===== config.mk =====
export PLATFORM = sky130hd
export DESIGN_NAME = regfile_multiport
export DESIGN_NICKNAME = d
export VERILOG_FILES = /design/src/rtl/regfile_pkg.sv /design/src/rtl/regfile_clear_sequencer.sv /design/src/rtl/regfile_multiport.sv
export SDC_FILE = /design/constraint.sdc
export NUM_CORES = 1
export LEC_CHECK = 0
export ABC_AREA = 0
export CAP_MARGIN = 20
export CORE_MARGIN = 3
export CORE_UTILIZATION = 50
export DETAILED_ROUTE_END_ITERATION = 10
export PLACE_DENSITY_LB_ADDON = 0.08
export SLEW_MARGIN = 20
export SYNTH_ARGS = -nofsm -noshare
export SYNTH_HDL_FRONTEND = slang
export SYNTH_SLANG_ARGS = --single-unit

===== constraint.sdc =====
create_clock -name clock -period 6.2 [get_ports clock]
set_input_delay 1.24 -clock clock [delete_from_list [all_inputs] [get_ports clock]]
set_output_delay 1.24 -clock clock [all_outputs]
set_load 0.02 [all_outputs]

===== src/rtl/regfile_pkg.sv =====
// Shared types and defaults for the register file and the core top level.
package regfile_pkg;

   typedef enum logic {RF_CLEAR, RF_RUN} rf_state_t;

   localparam int RF_XLEN      = 32;
   localparam int RF_REG_COUNT = 32;
   localparam int ZERO_ADDR    = 0;

endpackage


===== src/rtl/regfile_clear_sequencer.sv =====
// Post-reset clear sweep: walks every register once writing zero, then
// raises ready and hands the write port back to writeback.
module regfile_clear_sequencer
   import regfile_pkg::*;
#(
   parameter int REG_COUNT      = RF_REG_COUNT,
   parameter int ADDR_WIDTH     = 5,
   parameter int CLEAR_ON_RESET = 1
) (
   input  logic                  clock,
   input  logic                  reset,
   output logic                  ready,
   output logic                  clear_we,
   output logic [ADDR_WIDTH-1:0] clear_addr
);

   // one extra bit so the counter can reach REG_COUNT without wrapping
   localparam logic [ADDR_WIDTH:0] LAST = (ADDR_WIDTH+1)'(REG_COUNT - 1);

   rf_state_t             state, state_nxt;
   logic [ADDR_WIDTH:0]   sweep_count, sweep_nxt;

   // state and sweep counter; reset restarts the sweep from the top
   always_ff @(posedge clock) begin
      if (!reset) begin
         state       <= RF_CLEAR;
         sweep_count <= '0;
      end else begin
         state       <= state_nxt;
         sweep_count <= sweep_nxt;
      end
   end

   // next state and clear-port drive
   always_comb begin
      state_nxt  = state;
      sweep_nxt  = sweep_count;
      clear_we   = 1'b0;
      clear_addr = sweep_count[ADDR_WIDTH-1:0];
      case (state)
         RF_CLEAR: begin
            if (CLEAR_ON_RESET != 0) begin
               clear_we  = 1'b1;
               sweep_nxt = sweep_count + 1'b1;
               if (sweep_count == LAST) state_nxt = RF_RUN;
            end else begin
               state_nxt = RF_RUN;
            end
         end
         RF_RUN:  state_nxt = RF_RUN;
         default: state_nxt = RF_CLEAR;
      endcase
   end

   assign ready = (state == RF_RUN);

endmodule


===== src/rtl/regfile_multiport.sv =====
// Parametrised register file: one write port, NUM_READ read ports with
// write-to-read bypass, optional hard-wired zero register and clear sweep.
module regfile_multiport
   import regfile_pkg::*;
#(
   parameter int XLEN            = RF_XLEN,
   parameter int REG_COUNT       = RF_REG_COUNT,
   parameter int ADDR_WIDTH      = 5,
   parameter int NUM_READ        = 2,
   parameter int READ_REGISTERED = 0,
   parameter int ZERO_REG        = 1,
   parameter int CLEAR_ON_RESET  = 1
) (
   input  logic                           clock,
   input  logic                           reset,
   input  logic                           write_enable,
   input  logic [ADDR_WIDTH-1:0]          register_write_select,
   input  logic [XLEN-1:0]                register_data_write,
   input  logic [NUM_READ*ADDR_WIDTH-1:0] rs,
   output logic [NUM_READ*XLEN-1:0]       register_data,
   output logic                           ready
);

   localparam logic [ADDR_WIDTH:0]   COUNT_W = (ADDR_WIDTH+1)'(REG_COUNT);
   localparam logic [ADDR_WIDTH-1:0] ZERO_A  = ADDR_WIDTH'(ZERO_ADDR);

   logic                  clear_we;
   logic [ADDR_WIDTH-1:0] clear_addr;
   logic                  wr_ok;

   logic [XLEN-1:0] mem [REG_COUNT];

   logic [NUM_READ-1:0][ADDR_WIDTH-1:0] rs_a;
   logic [NUM_READ-1:0][XLEN-1:0]       rd_val;

   regfile_clear_sequencer #(
      .REG_COUNT      (REG_COUNT),
      .ADDR_WIDTH     (ADDR_WIDTH),
      .CLEAR_ON_RESET (CLEAR_ON_RESET)
   ) u_seq (
      .clock      (clock),
      .reset      (reset),
      .ready      (ready),
      .clear_we   (clear_we),
      .clear_addr (clear_addr)
   );

   // out-of-range and zero-register writes are dropped here, not in the array
   assign wr_ok = ready && write_enable
                  && ({1'b0, register_write_select} < COUNT_W)
                  && !((ZERO_REG != 0) && (register_write_select == ZERO_A));

   // storage: clear sweep owns the port until ready; nothing changes in reset
   always_ff @(posedge clock) begin
      if (reset) begin
         if (clear_we)   mem[clear_addr]            <= '0;
         else if (wr_ok) mem[register_write_select] <= register_data_write;
      end
   end

   assign rs_a = rs;

   for (genvar i = 0; i < NUM_READ; i++) begin : g_rd
      logic [XLEN-1:0] val;
      // per-port read: forced zero, then bypass, then stored value
      always_comb begin
         if (!ready || ({1'b0, rs_a[i]} >= COUNT_W)
             || ((ZERO_REG != 0) && (rs_a[i] == ZERO_A)))
            val = '0;
         else if (write_enable && (register_write_select == rs_a[i]))
            val = register_data_write;
         else
            val = mem[rs_a[i]];
      end
      assign rd_val[i] = val;
   end

   if (READ_REGISTERED != 0) begin : g_rdq
      logic [NUM_READ-1:0][XLEN-1:0] rd_q;
      // registered read: bypass is resolved before the flop
      always_ff @(posedge clock) begin
         if (!reset) rd_q <= '0;
         else        rd_q <= rd_val;
      end
      assign register_data = rd_q;
   end else begin : g_rdc
      assign register_data = rd_val;
   end

endmodule

==> metrics.txt, run 1 <==
status finished, violations left; failing checks DRC; number of library cell types mapped by synthesis 55; Max VDD drop approximately 0.00023 V; CP most frequent cell clkdlybuf4s50_1; PD cells 272 nW/um^2; DRT iter0 DRCs 4515; CP required around 5 ns; Tcrit/Tclk final 90.6%; placed wire-length estimate ~95 mm; DR pass1 iterations 9; FILL cells roughly 7000; Setup TNS 0 ns; Post-synth EDFFs ~1000; PortBufs between 100 and 150; first-pass GRT wire length 233 mm; Final min period 5.62 ns; measured slew at the worst slew-check pin 1.06 ns; post-CTS setup buffers 0; clk sinks between 1000 and 1500; worst relative slew slack between 20% and 30%; CP Cell Sequence clkdlybuf4s50_1 > xnor2_1 > nand4_1 > or2_1 > and3_2 > buf_12 > a221o_1 > clkdlybuf4s50_1; placed insts a little over 4000; Hold Vio Cnt, Final 0; Syn Nets between 2000 and 3000; overall die width roughly 320 microns; area used by multi-input combinational logic 17100 sq um; drt drc 1; RSZ-0062 raised after global routing false; chip height about 320 microns; Most used DFF post-synth edfxtp_1; Starting Density 50.9%; vias just over 30000; CP max FO 17; post-route insts no fill roughly 4300; Hold Crit Class reg2reg; vias per std cell between 7 and 8; post-layout util between 50 and 60%; fin nets just under 3000; antenna viol nets, final 0; static leakage power approximately 19 nW; Final Power 15.2 mW; total CTS buffers approximately 110; # rows approximately 110; flops & latches, synth 1031; hold_buf cts 0; gp weighted congestion 0.852; largest net degree at the start of global routing between 60 and 70; # resized after CTS 0; H-tree depth 3; Die Area 101000 sq um; CP max stage cell clkdlybuf4s50_1; Max Clock Skew approximately 0.022 ns; Crit path largest cell delay 0.68 ns; Clock Pin Slew Worst Setup and Hold Paths 0.06 ns; CTS tree done; Seq/Total Area, Yosys roughly 63%; CP arrival 4.38 ns; Setup CP Type in2out; vias in the first global route slightly above 30000; All-Layer GR Usage around a third; CTS root buf clkbuf_16; Max Cap Violations 0; Skew-Pair Late Insertion Delay 0.70 ns; max-slew violations 0; initial antenna violation count 3; Post-Synthesis Cells about 2800; CP startpoint kind input pin; fmax 178 MHz; final wirelength roughly 160 mm; share of post-route cells with drive strength above 1 26.5%; Syn Area/Cell between 15 and 20 sq um; synthesized area approximately 49000 sq um; Worst Setup End Kind primary output; Clock Path Buffers 3; IO Pins about 120; Reg area around 31000 sq um; gr ovfl total 0; # setup viols final 0; Async SR Flop Fraction 0%; Wirelength per Cell 38.5 microns; Ys Warns 0; area grow syn2layout 14.9%; Core Footprint ~96000 sq um
[cell usage after synthesis (all sizes together) (2+ instances only)]
cell type	n	area (sq um)
edfxtp	1024	30700
mux4	386	8690
mux2i	261	2640
nand2	139	522
buf	135	723
clkbuf	97	364
nor2	71	269
a221oi	63	552
o21ai	60	300
a22oi	55	413
nand3	47	235
and2	41	259
a21oi	35	175
a221o	35	350
nand2b	33	206
a211oi	31	233
a31oi	31	194
o211ai	31	233
o221ai	28	245
mux2	27	304
a32o	23	230
o22ai	23	144
a22o	16	140
xnor2	10	87.6
nor2b	9	56.3
dfxtp	7	140
inv	7	26.3
nor3	5	30.0
nand3b	4	30.0
nand4	4	25.0
xor2	4	35.0
nor3b	3	22.5
nor4	3	18.8
o2111a	3	33.8
or3b	3	26.3
o21a	2	15.0
or3	2	12.5
[routing by layer]
metal,vias to the layer above,part of all wire (%),track usage (%)
li1,12000,-,-
met1,16300,38,45.3
met2,2132,46,49.6
met3,400,12,7.46
met4,0,4.2,12.3
met5,-,0,0
[where the power goes]
part	internal, mW	switching [mW]	total, mW	leakage [nW]
registers	7.59	0.0194	7.61	10.2
clock network	3.91	2.74	6.65	1.76
logic	0.366	0.618	0.984	6.78
total	11.9	3.37	15.2	18.7
[kinds of logic after synthesis]
logic type	after synthesis	synth area share, %
xor+xnor	14	0.251
compound gates	439	6.72
mux	674	23.8
fa+ha+maj	1	0.0256
simple gates	369	3.59
buf+inv	240	2.29
flops	1031	63.3
[metrics by stage]
| stage | instance area [sq um] | hold slack (ns) | worst slack [ns] |
|---|---|---|---|
| 2_1_floorplan | 48800 | 0.465 | 0.885 |
| 3_3_place_gp | 52500 | 0.481 | 0.720 |
| 3_5_place_dp | 52500 | 0.533 | 0.617 |
| 4_1_cts | 56100 | 0.542 | 0.609 |
| 5_1_grt | 56100 | 0.588 | 0.501 |
| 6_report | 56100 | 0.530 | 0.584 |
[worst paths after layout]
path	start	endpoint	slack (ns)	depth (start not counted)
hold reg to reg	u_seq.sweep_count[5]$_SDFFE_PN0N_	u_seq.sweep_count[5]$_SDFFE_PN0N_	0.53	2
hold / removal	u_seq.sweep_count[5]$_SDFFE_PN0N_	u_seq.sweep_count[5]$_SDFFE_PN0N_	0.53	2
setup / recovery	register_write_select[2]	register_data[18]	0.58	8
setup reg to reg	u_seq.ready$_SDFF_PN0_	mem[12][23]$_DFFE_PP_	2.35	5
[worst max-delay path: cells and delay by family]
kind	cells	cell delay, ns
buffers and inverters	3	1.53
AND/OR/NAND/NOR	3	1.07
AO/OA/AOI/OAI	1	0.34
XOR/XNOR	1	0.17
[final cells by class]
cell class	instances	area share, %
Sequential cell	1031	55.1
Multi-Input combinational cell	1497	30.5
Timing Repair Buffer	260	5.10
Clock buffer	133	5.06
Tap cell	1265	2.82
Clock inverter	68	1.36
Inverter	8	0.0558
Antenna cell	3	0.0134
[cell usage in the layout (no fill, tap or decap), types with 55 or more instances in the layout]
master and n:
edfxtp_1 1024, mux2i_1 259, a221oi_1 63, buf_4 102, clkdlybuf4s50_1 100, mux4_2 386
a22oi_1 55, nand2_1 139, o21ai_0 59, clkbuf_16 110
[registers in the layout, summed over array words and instances, names as in the netlist]
register,flops
u_seq.sweep_count,6
u_seq.ready,1
mem,1024
No activity file was read; power rests on OpenSTA's default activity.
==> run 2, diff against run 1 <==
Settings changed: CORE_ASPECT_RATIO set to 0.9, REMOVE_ABC_BUFFERS set to 1.
==> metrics.txt, run 2 (synthesis gave the netlist of run 1 again) <==
largest net degree at the start of global routing 69; total CTS buffers between 100 and 150; CTS tree done; most common cell after layout, fill and taps aside edfxtp_1; area used by multi-input combinational logic 17100 sq um; Levels on crit path 8; PD cells 271 nW/um^2; fmax roughly 180 MHz; Starting Density 50.5%; PortBufs 114; most frequent cells in the layout 1024 x edfxtp_1, 386 x mux4_2, 259 x mux2i_1, 139 x nand2_1, 109 x clkbuf_16; final wirelength around 160 mm; IO Pins 115; Reg area a little over 30000 sq um; Wirelength per Cell between 30 and 40 microns; Crit path max-delay family buffers and inverters; hold_buf cts 0; gr ovfl total 0; CP most frequent cell clkdlybuf4s50_1; share of post-route cells with drive strength above 1 between 20% and 30%; CP bufs+invs 3; Clock Pin Slew Worst Setup and Hold Paths about 0.060 ns; Max Cap Violations 0; H-tree depth 3; measured slew at the worst slew-check pin between 1 and 1.5 ns; CP required ~5.0 ns; fin nets between 2000 and 3000; worst relative slew slack between 10% and 20%; overall die width approximately 340 microns; post-CTS setup buffers 0; Worst R2R Path Depth 5; number of cells on the worst hold path 2; Max Clock Skew around 0.018 ns; DR pass1 iterations 6; Setup TNS 0 ns; max-slew violations 0; placed wire-length estimate slightly above 90 mm; status completed; initial antenna violation count 2; Tcrit/Tclk final about nine tenths; CP max FO 17; CP arrival between 4 and 5 ns; CP Cell Sequence clkdlybuf4s50_1 > xnor2_1 > nand4_1 > o21ai_4 > buf_12 > a31oi_1 > a221o_1 > clkdlybuf4s50_1; antenna viol nets, final 0; max reg flops 1024; Setup CP Type in2out; Hold Vio Cnt, Final 0; # resized after CTS 0; # rows around 110; Clock Path Buffers 3; Worst Setup End Kind primary output; gp weighted congestion roughly 0.85; RSZ-0062 raised after global routing false; Skew-Pair Late Insertion Delay approximately 0.7 ns; vias approximately 30000; CP startpoint kind input pin; area grow syn2layout 14.5%; CTS root buf clkbuf_16; # setup viols final 0; CP max stage cell o21ai_4; post-route insts no fill 4247; drt drc 0; Core Footprint 96600 sq um; Hold Crit Class reg2reg; vias per std cell ~7.0; Crit path largest cell delay slightly below 0.8 ns; static leakage power ~19 nW; DRT iter0 DRCs between 3000 and 4000; placed insts between 4000 and 5000; chip height 302 microns; largest register by flop count mem; Max VDD drop 0.000210 V; Die Area about 100000 sq um; Final min period 5.64 ns; All-Layer GR Usage a little under a third; vias in the first global route approximately 30000; clk sinks around 1000; first-pass GRT wire length 222 mm; FILL cells 7152
==> run 2: changes by cell type in the layout (fill, tap and decap cells not counted), sizes merged <==
cell,previous run,this run
diode,3,1
buf,159,139
inv,10,11
bufinv,16,15
clkinv,47,55
clkbuf,134,119
clkinvlp,3,11
clkdlybuf4s50,100,103
==> run 2: final timing paths <==
check / start / to / slack [ns]
worst max-delay path: register_write_select[3] / register_data[6] / 0.56
worst min-delay path: u_seq.sweep_count[5]$_SDFFE_PN0N_ / u_seq.sweep_count[5]$_SDFFE_PN0N_ / 0.51
worst max register to register: u_seq.ready$_SDFF_PN0_ / mem[12][7]$_DFFE_PP_ / 2.28
worst min register to register: u_seq.sweep_count[5]$_SDFFE_PN0N_ / u_seq.sweep_count[5]$_SDFFE_PN0N_ / 0.51
==> run 2: worst reg2reg max path, delay by kind of cell (launching register included) <==
family	cells	cell delay, ns
buffers and inverters	1	0.30
DFF	1	0.62
AOI/OAI and AO/OA	1	1.03
muxes	1	0.57
and+or+nand+nor	2	1.09
==> run 2: metal layers <==
metal / part of all wire (%) / wire length, microns / track usage (%)
met5: 0.0064 / 10 / 0
met4: 3.9 / 6100 / 11.4
met3: 9.7 / 15200 / 6.29
met2: 47 / 73400 / 48.6
met1: 39 / 61100 / 43.3
==> run 2: area by class of cell <==
class | count | share of cell area, %
clock buffers | 118 | 4.94
well taps | 1265 | 2.83
diodes | 1 | 0.00448
inverters | 8 | 0.0559
repair buffers | 243 | 4.81
multi-input cells | 1497 | 30.6
clock inverters | 84 | 1.51
flip-flops and latches | 1031 | 55.2
==> run 2: metrics by stage <==
step	hold WS, ns	worst slack (ns)	utilization [%]	instance area, sq um	power [mW]
finish	0.509	0.560	57.9	55900	15.2
global route	0.538	0.471	57.9	55900	15.6
CTS	0.513	0.533	57.8	55900	15.2
detailed placement	0.506	0.553	54.1	52300	8.69
global placement	0.480	0.557	54.1	52300	8.68
floorplan	0.465	0.563	-	47700	8.15
==> run 2: report_power, final <==
part | total (mW) | internal [mW] | leakage (nW) | switching [mW]
registers | 7.61 | 7.59 | 10.2 | 0.0190
logic | 0.940 | 0.360 | 6.68 | 0.580
clock network | 6.60 | 3.84 | 1.74 | 2.77
==> run 3, diff against run 2 <==
Settings changed: CORE_UTILIZATION 50 to 55, GPL_TIMING_DRIVEN set to 0, PLACE_DENSITY set to 0.72, PLACE_DENSITY_LB_ADDON 0.08 to unset.
==> metrics.txt, run 3 (synthesis gave the netlist of run 1 again) <==
CP most frequent cell buf_16; max-slew violations 0; Crit path max-delay family buffers and inverters; FILL cells a little under 6000; antenna viol nets, final 0; initial antenna violation count 1; gp weighted congestion between 0.7 and 0.8; first-pass GRT wire length 216 mm; Final min period 6.09 ns; share of post-route cells with drive strength above 1 approximately a quarter; # rows 103; CP required 4.96 ns; Final Power between 10 and 15 mW; Worst R2R Path Depth 7; most common cell after layout, fill and taps aside edfxtp_1; hold_sp u_seq.sweep_count[5]$_SDFFE_PN0N_; clk sinks around 1000; gr ovfl total 0; Hold Vio Cnt, Final 0; Reg area 30900 sq um; CP arrival slightly below 5 ns; PortBufs about 110; Worst Setup End Kind primary output; CTS tree done; Worst Hold End u_seq.sweep_count[5]$_SDFFE_PN0N_; placed insts around 4000; largest register by flop count mem; CP Cell Sequence buf_8 > buf_16 > buf_16 > mux4_2 > a22oi_1 > nand3_1 > nor3b_1 > nor4_1 > clkdlybuf4s50_1; total CTS buffers between 100 and 150; placed wire-length estimate roughly 95 mm; CP max stage cell mux4_2; Clock Path Buffers 3; fmax approximately 160 MHz; final worst setup slack 0.108 ns; CP bufs+invs 4; Place WS -0.113 ns; Skew-Pair Late Insertion Delay 0.66 ns; area grow syn2layout 16.5%; IO Pins 115; DR pass1 iterations 9; reg2reg end mem[8][7]$_DFFE_PP_; CTS root buf clkbuf_16; number of antenna diodes 0; hold_buf cts 0; drt drc 0; Starting Density between 50% and 60%; static leakage power approximately 19 nW; Tcrit/Tclk final roughly 100%; max reg flops a little over 1000; vias in the first global route roughly 31000; Die Area about 90000 sq um; number of cells on the worst hold path 2; Hold Slack 0.518 ns; Max VDD drop about 0.00021 V; final wirelength ~150 mm; H-tree depth 3; # setup viols final 0; Crit path largest cell delay between 0.5 and 0.6 ns; DRT iter0 DRCs 4371; fin nets 2933; vias between 30000 and 40000; Max Cap Violations 0; Setup CP Type in2out; most frequent cells in the layout 1024 x edfxtp_1, 386 x mux4_2, 259 x mux2i_1, 139 x nand2_1, 107 x clkbuf_16; overall die width 320 microns; RSZ-0062 raised after global routing false; area used by multi-input combinational logic 17100 sq um; worst relative slew slack about a quarter; Clock Pin Slew Worst Setup and Hold Paths approximately 0.060 ns; post-route insts no fill just over 4000; Wirelength per Cell 36.5 microns; CP startpoint kind input pin; All-Layer GR Usage about a third; chip height between 200 and 300 microns; status completed; vias per std cell ~7.4; Core Footprint 87900 sq um; reg-to-reg slack, setup 2.38 ns; reg2reg start u_seq.ready$_SDFF_PN0_; measured slew at the worst slew-check pin between 1 and 1.5 ns; CP max FO 65; Hold Crit Class reg2reg; Max Clock Skew between 0.02 and 0.025 ns; PD cells about 260 nW/um^2; largest net degree at the start of global routing 71
## run 3: changes by cell type in the layout (fill, tap and decap cells not counted), moves of 5 or more
cell | before | now
clkinvlp_4 | 11 | 2
clkbuf_1 | 9 | 19
buf_16 | 1 | 78
buf_12 | 44 | 24
clkinv_2 | 25 | 18
buf_4 | 88 | 14
buf_8 | 4 | 12
buf_6 | 1 | 6
## run 3: worst reg2reg max path, delay by kind of cell (launching register included)
family,cells,cell delay (ns)
mux,1,0.45
flops,1,0.63
buf+inv,3,0.75
simple gates,2,1.00
compound gates,1,0.68
## run 3: report_power, final
group / leakage [nW] / switching, mW / internal, mW
clock network: 1.63 / 2.65 / 3.60
registers: 10.2 / 0.0201 / 7.59
logic: 7.13 / 0.576 / 0.389
total: 19.0 / 3.25 / 11.6
## run 3: worst max-delay path by stage
stage | depth (start not counted) | from | slack [ns] | end
2_1_floorplan | 5 | rs[2] | 0.56 | register_data[29]
3_3_place_gp | 7 | rs[0] | -19.67 | register_data[31]
3_5_place_dp | 9 | rs[5] | -0.11 | register_data[63]
4_1_cts | 8 | rs[7] | 0.10 | register_data[38]
5_1_grt | 9 | rs[0] | 0.04 | register_data[30]
6_report | 9 | rs[0] | 0.11 | register_data[30]
## run 3: layer usage
layer / routed length [microns] / track usage, % / part of all wire, % / vias to the layer above
met2: 71600 / 52.8 / 48 / 2327
met3: 17900 / 7.18 / 12 / 539
li1: - / - / - / 12000
met1: 51800 / 42.2 / 34 / 15600
met4: 8880 / 16.3 / 5.9 / 8
met5: 156 / 0.879 / 0.10 / -
## run 3: final cells by class
cell class | instances | area share [%]
Clock buffer | 126 | 4.83
Clock inverter | 65 | 1.04
Inverter | 8 | 0.0616
Multi-Input combinational cell | 1497 | 30.1
Sequential cell | 1031 | 54.3
Tap cell | 1155 | 2.54
Timing Repair Buffer | 239 | 7.09
## run 3: metrics by stage
step	instance area (sq um)	utilization, %	setup TNS [ns]
floorplan	47700	-	0
global placement	50300	57.2	-4556.67
detailed placement	53500	60.9	-0.120
CTS	56900	64.7	0
global route	56900	64.7	0
finish	56900	64.7	0
## run 3: timing repair
action,CTS,global route
cloned,0,0
setup buffers,5,1
resized for setup,0,1
setup endpoints to repair,4,4
pin swaps,1,0
